**src/rtl/elevator_call_scheduler.sv**
```systemverilog
// rtl/elevator_call_scheduler.sv - SCAN-ordered call latch and single-target dispatcher with dwell and move watchdog
module elevator_call_scheduler #(
   parameter  int N_FLOORS     = 4,
   parameter  int DWELL_CYCLES = 4,
   parameter  int MOVE_TIMEOUT = 64,
   localparam int FLOOR_W      = $clog2(N_FLOORS)
) (
   input  logic                i_clock,
   input  logic                i_reset,
   input  logic [N_FLOORS-1:0] i_call,
   input  logic [FLOOR_W-1:0]  i_current_floor,
   output logic [FLOOR_W-1:0]  o_target_floor,
   output logic [N_FLOORS-1:0] o_pending,
   output logic                o_busy,
   output logic                o_arrived,
   output logic                o_fault
);
   localparam int MOVE_W  = $clog2(MOVE_TIMEOUT);
   localparam int DWELL_W = (DWELL_CYCLES > 1) ? $clog2(DWELL_CYCLES) : 1;
   localparam logic [MOVE_W-1:0]  MOVE_LAST  = MOVE_W'(MOVE_TIMEOUT - 1);
   localparam logic [DWELL_W-1:0] DWELL_LAST = DWELL_W'(DWELL_CYCLES - 1);

   typedef enum logic [1:0] {IDLE, MOVE, DWELL} state_t;
   typedef enum logic {DIR_UP, DIR_DOWN} dir_t;

   state_t              state_q, state_d;
   dir_t                dir_q, dir_d;
   logic [FLOOR_W-1:0]  target_q, target_d;
   logic [N_FLOORS-1:0] pending_q, pending_d;
   logic [MOVE_W-1:0]   move_cnt_q, move_cnt_d;
   logic [DWELL_W-1:0]  dwell_cnt_q, dwell_cnt_d;
   logic                arrived_q, arrived_d;
   logic                fault_q, fault_d;
   logic [N_FLOORS-1:0] clr_mask;

   logic [FLOOR_W-1:0]  lo_ge, hi_lt, hi_le, lo_gt;
   logic                lo_ge_ok, hi_le_ok;
   logic [FLOOR_W-1:0]  sel_floor;
   dir_t                sel_dir;

   // Four SCAN candidates relative to the current floor, then pick by direction.
   always_comb begin
      lo_ge    = '0;
      hi_lt    = '0;
      hi_le    = '0;
      lo_gt    = '0;
      lo_ge_ok = 1'b0;
      hi_le_ok = 1'b0;
      for (int f = 0; f < N_FLOORS; f++) begin
         if (pending_q[f] && FLOOR_W'(f) < i_current_floor) hi_lt = FLOOR_W'(f);
         if (pending_q[f] && FLOOR_W'(f) <= i_current_floor) begin
            hi_le    = FLOOR_W'(f);
            hi_le_ok = 1'b1;
         end
      end
      for (int f = N_FLOORS - 1; f >= 0; f--) begin
         if (pending_q[f] && FLOOR_W'(f) > i_current_floor) lo_gt = FLOOR_W'(f);
         if (pending_q[f] && FLOOR_W'(f) >= i_current_floor) begin
            lo_ge    = FLOOR_W'(f);
            lo_ge_ok = 1'b1;
         end
      end
      if (dir_q == DIR_UP) begin
         sel_floor = lo_ge_ok ? lo_ge : hi_lt;
         sel_dir   = lo_ge_ok ? DIR_UP : DIR_DOWN;
      end else begin
         sel_floor = hi_le_ok ? hi_le : lo_gt;
         sel_dir   = hi_le_ok ? DIR_DOWN : DIR_UP;
      end
   end

   always_comb begin
      state_d     = state_q;
      dir_d       = dir_q;
      target_d    = target_q;
      move_cnt_d  = move_cnt_q;
      dwell_cnt_d = dwell_cnt_q;
      arrived_d   = 1'b0;
      fault_d     = fault_q;
      clr_mask    = '0;
      case (state_q)
         IDLE: begin
            if (|pending_q) begin
               target_d   = sel_floor;
               dir_d      = sel_dir;
               move_cnt_d = '0;
               state_d    = MOVE;
            end
         end
         MOVE: begin
            if (i_current_floor == target_q) begin
               clr_mask    = N_FLOORS'(1) << target_q;
               arrived_d   = 1'b1;
               dwell_cnt_d = DWELL_LAST;
               state_d     = DWELL;
            end else if (move_cnt_q == MOVE_LAST) begin
               clr_mask = N_FLOORS'(1) << target_q;
               fault_d  = 1'b1;
               state_d  = IDLE;
            end else begin
               move_cnt_d = move_cnt_q + 1'b1;
            end
         end
         DWELL: begin
            if (dwell_cnt_q == '0) state_d = IDLE;
            else dwell_cnt_d = dwell_cnt_q - 1'b1;
         end
         default: state_d = IDLE;
      endcase
      // A clear beats a same-cycle call for the served floor.
      pending_d = (pending_q | i_call) & ~clr_mask;
   end

   always_ff @(posedge i_clock) begin
      if (i_reset) begin
         state_q     <= IDLE;
         dir_q       <= DIR_UP;
         target_q    <= '0;
         pending_q   <= '0;
         move_cnt_q  <= '0;
         dwell_cnt_q <= '0;
         arrived_q   <= 1'b0;
         fault_q     <= 1'b0;
      end else begin
         state_q     <= state_d;
         dir_q       <= dir_d;
         target_q    <= target_d;
         pending_q   <= pending_d;
         move_cnt_q  <= move_cnt_d;
         dwell_cnt_q <= dwell_cnt_d;
         arrived_q   <= arrived_d;
         fault_q     <= fault_d;
      end
   end

   assign o_target_floor = target_q;
   assign o_pending      = pending_q;
   assign o_busy         = (state_q != IDLE);
   assign o_arrived      = arrived_q;
   assign o_fault        = fault_q;
endmodule

```
**config.mk**
```make
export PLATFORM = sky130hd
export DESIGN_NAME = elevator_call_scheduler
export DESIGN_NICKNAME = d
export VERILOG_FILES = /design/src/rtl/elevator_call_scheduler.sv
export SDC_FILE = /design/constraint.sdc
export NUM_CORES = 1
export LEC_CHECK = 0
export BUFFER_PORTS_ARGS = -buffer_cell sky130_fd_sc_hd__buf_2
export CORE_ASPECT_RATIO = 0.8
export CORE_MARGIN = 4
export CORE_UTILIZATION = 50
export DETAILED_ROUTE_END_ITERATION = 8
export HOLD_SLACK_MARGIN = 0.03
export PLACE_DENSITY = 0.82
export SYNTH_ARGS = -nofsm -noshare
export SYNTH_HDL_FRONTEND = slang
export SYNTH_SLANG_ARGS = --single-unit
```
**constraint.sdc**
```tcl
create_clock -name i_clock -period 1.85 [get_ports i_clock]
set_input_delay 0.37 -clock i_clock [delete_from_list [all_inputs] [get_ports i_clock]]
set_output_delay 0.37 -clock i_clock [all_outputs]
set_load 0.05 [all_outputs]
```
==> qor.txt <==
WL met3 -> 152 microns
Routed met2 length -> 1050 microns
Die Ht -> 51.6 microns
largest net degree at the start of global routing -> 19
die width -> 62.5 microns
Hold Fails Final Rpt -> 0
CTS tree -> built
htree depth -> 1
status -> completed
slew margin rel. -> 74.5%
Final ANT Viol Nets -> 0
routability cong. -> 0.815
vias in the first global route -> 942
Placeable Area -> 0.00221 sq mm
share of cells above drive strength 1 -> 21.2%
final period utilization -> 94.6%
routed via count -> 1010
Hold-fix buffers, CTS -> 0
Syn Inst Count -> 135
maxcap violations -> 0
VDD IR max -> 572 uV
leakage power -> 0.477 nW
clock sinks -> 19
CP max FO -> 6
mean routed wirelength per cell -> 13.5 microns
Port Buffers -> 16
DR vias/cell -> 5.91
total track usage -> 16.0%
clock root cell -> clkbuf_4
final clock skew -> 0.0126 ns
area post-placement -> 0.00125 sq mm
initial antenna violation count -> 0
total power per unit cell area -> 1140 mW/mm^2
DRT Pass-1 Iters -> 6
first-pass GRT wire length -> 4150 microns
maximum clock rate -> 0.571 GHz
Die Footprint -> 0.00323 sq mm
Clk pin slew, worst setup/hold paths -> 0.11 ns
# diodes -> 0
post-route insts no fill -> 171
DRT iter0 DRCs -> 52
CTS Buf Count -> 3
drc violations -> 0
CP Capture Type -> output port
deepest clock path buffer count -> 2
Min Hold Slack -> 0.320 ns
Power Total -> 1.46 mW
final instance area -> 0.00128 sq mm
Worst Tran Pin Value -> 0.373 ns
final wirelength -> 2320 microns
total grt overflow -> 0
Setup violations, final -> 0
Setup crit start kind -> register
Worst EP required -> 1.48 ns
Yosys cell types -> 40
Worst-Skew Late Latency -> 0.30 ns
Slew Limit Fails -> 0
layout net count -> 160
Ys Warns -> 0
met1 WL -> 1100 microns
flops & latches, synth -> 19
Setup CP Type -> reg -> out
Top Layer Used -> met4
# IOs -> 17
min cycle time layout -> 1.75 ns
Setup TNS Final -> 0 ns
post-detail-place hpwl -> 1760 microns
Inst Count DP -> 167
unrepaired setup endpoints after global routing -> false
worst hold path type -> in -> reg
Initial Util -> 53.7%
critical path arrival -> 1.38 ns
Syn-to-layout area delta -> 8.11%
syn nets -> 148
Rows -> 15
sequential-to-total area share from yosys stat -> 32.0%
Mapped Avg Cell Area -> 8.80 sq um
mapped cell area -> 0.00119 sq mm
==> registers in the layout (all words and copies together), names as in the netlist <==
signal and count:
o_fault 1, o_arrived 1, dir_q 1, o_pending 4, move_cnt_q 6, dwell_cnt_q 2
state_q 2, o_target_floor 2
==> metal layers <==
| metal | vias to the layer above | global-route usage [%] |
|---|---|---|
| met5 | - | 0 |
| met4 | 0 | 3.66 |
| met3 | 2 | 6.05 |
| met2 | 33 | 26.4 |
| met1 | 464 | 20.1 |
| li1 | 511 | - |
==> cells in the final DEF (no fill, tap or decap), types with 3 or more instances in the layout <==
cell	netlist	final
a211oi_2	3	3
a21oi_1	4	4
a311oi_1	7	7
a31oi_1	3	3
buf_2	6	15
clkbuf_4	0	4
dfxtp_1	19	19
ha_1	5	5
inv_1	11	11
mux2i_1	4	4
nand2_1	12	12
nand2b_1	9	9
nor2_1	13	13
nor2b_1	3	3
o41ai_1	3	3
==> kinds of logic after synthesis <==
family	count (synthesis)	synth area share, %
AOI/OAI and AO/OA	41	30.4
xor gates and xnor gates	2	2.74
adders and majority gates	5	5.26
buffers and inverters	20	7.26
DFF	19	32.0
muxes	4	3.37
and+or+nand+nor	44	18.9
==> layout make-up <==
type                            count  area (sq um)
Clock buffer                        3          22.5
Clock inverter                      1          5.00
Fill cell                         202           930
Inverter                           11          41.3
Multi-Input combinational cell     96           722
Sequential cell                    19           380
Tap cell                           25          31.3
Timing Repair Buffer               16          82.6
==> worst paths after layout <==
| path | start | endpoint | slack [ns] | cells after the start |
|---|---|---|---|---|
| hold reg to reg | move_cnt_q[5] | move_cnt_q[5] | 0.48 | 2 |
| setup reg to reg | move_cnt_q[0] | state_q[0] | 0.16 | 5 |
| hold / removal | i_call[0] | o_pending[0] | 0.32 | 3 |
| setup / recovery | state_q[0] | o_busy | 0.1 | 4 |
==> synthesized netlist by cell type, drive strengths merged <==
library cell  count  share of area, %
a21boi            1              0.63
o211ai            2               1.3
nor4              1               1.8
o31a              2               1.5
a31o              1              0.74
buf               8               3.5
o21bai            1              0.63
o21a              1              0.63
nand3             2              0.84
a311oi            7               5.2
a32o              1              0.84
clkbuf            1              0.32
a21oi             4               1.7
a41o              1              0.84
inv              11               3.5
a22o              1              0.74
xor2              2               2.7
nand2            12               3.8
nand2b            9               4.7
nor2b             3               1.6
a31oi             3               1.6
dfxtp            19                32
or3               1              0.53
a2111oi           1              0.74
a211oi            5               4.4
mux2i             4               3.4
nor2             13               4.1
and2              2               1.1
o21ai             2              0.84
o41ai             4               3.6
nand4             1              0.53
o21ba             2               1.7
o221ai            2               2.9
ha                5               5.3
==> power by group <==
part | switching (mW) | total [mW] | internal (mW)
sequential | 0.0752 | 0.551 | 0.476
clock | 0.128 | 0.208 | 0.0806
combinational | 0.458 | 0.702 | 0.245
total | 0.661 | 1.46 | 0.801
==> critical path, cell delays in order, from the launching register on <==
cell and delay [ns]:
dfxtp_1 0.35, inv_1 0.07, ha_1 0.28, inv_1 0.13, clkbuf_4 0.24
==> metrics by stage <==
| stage | utilization (%) | setup slack (ns) |
|---|---|---|
| 6_report | 58.0 | 0.0992 |
| 5_1_grt | 58.0 | 0.00261 |
| 4_1_cts | 57.9 | 0.0652 |
| 3_5_place_dp | 56.7 | 0.179 |
| 3_3_place_gp | 56.7 | 0.215 |
| 2_1_floorplan | - | 0.150 |
==> repair_timing <==
item,4_1_cts,5_1_grt
setup buffers,0,0
setup endpoints to repair,0,1
resized for setup,0,1
No activity file was read; power rests on OpenSTA's default activity.
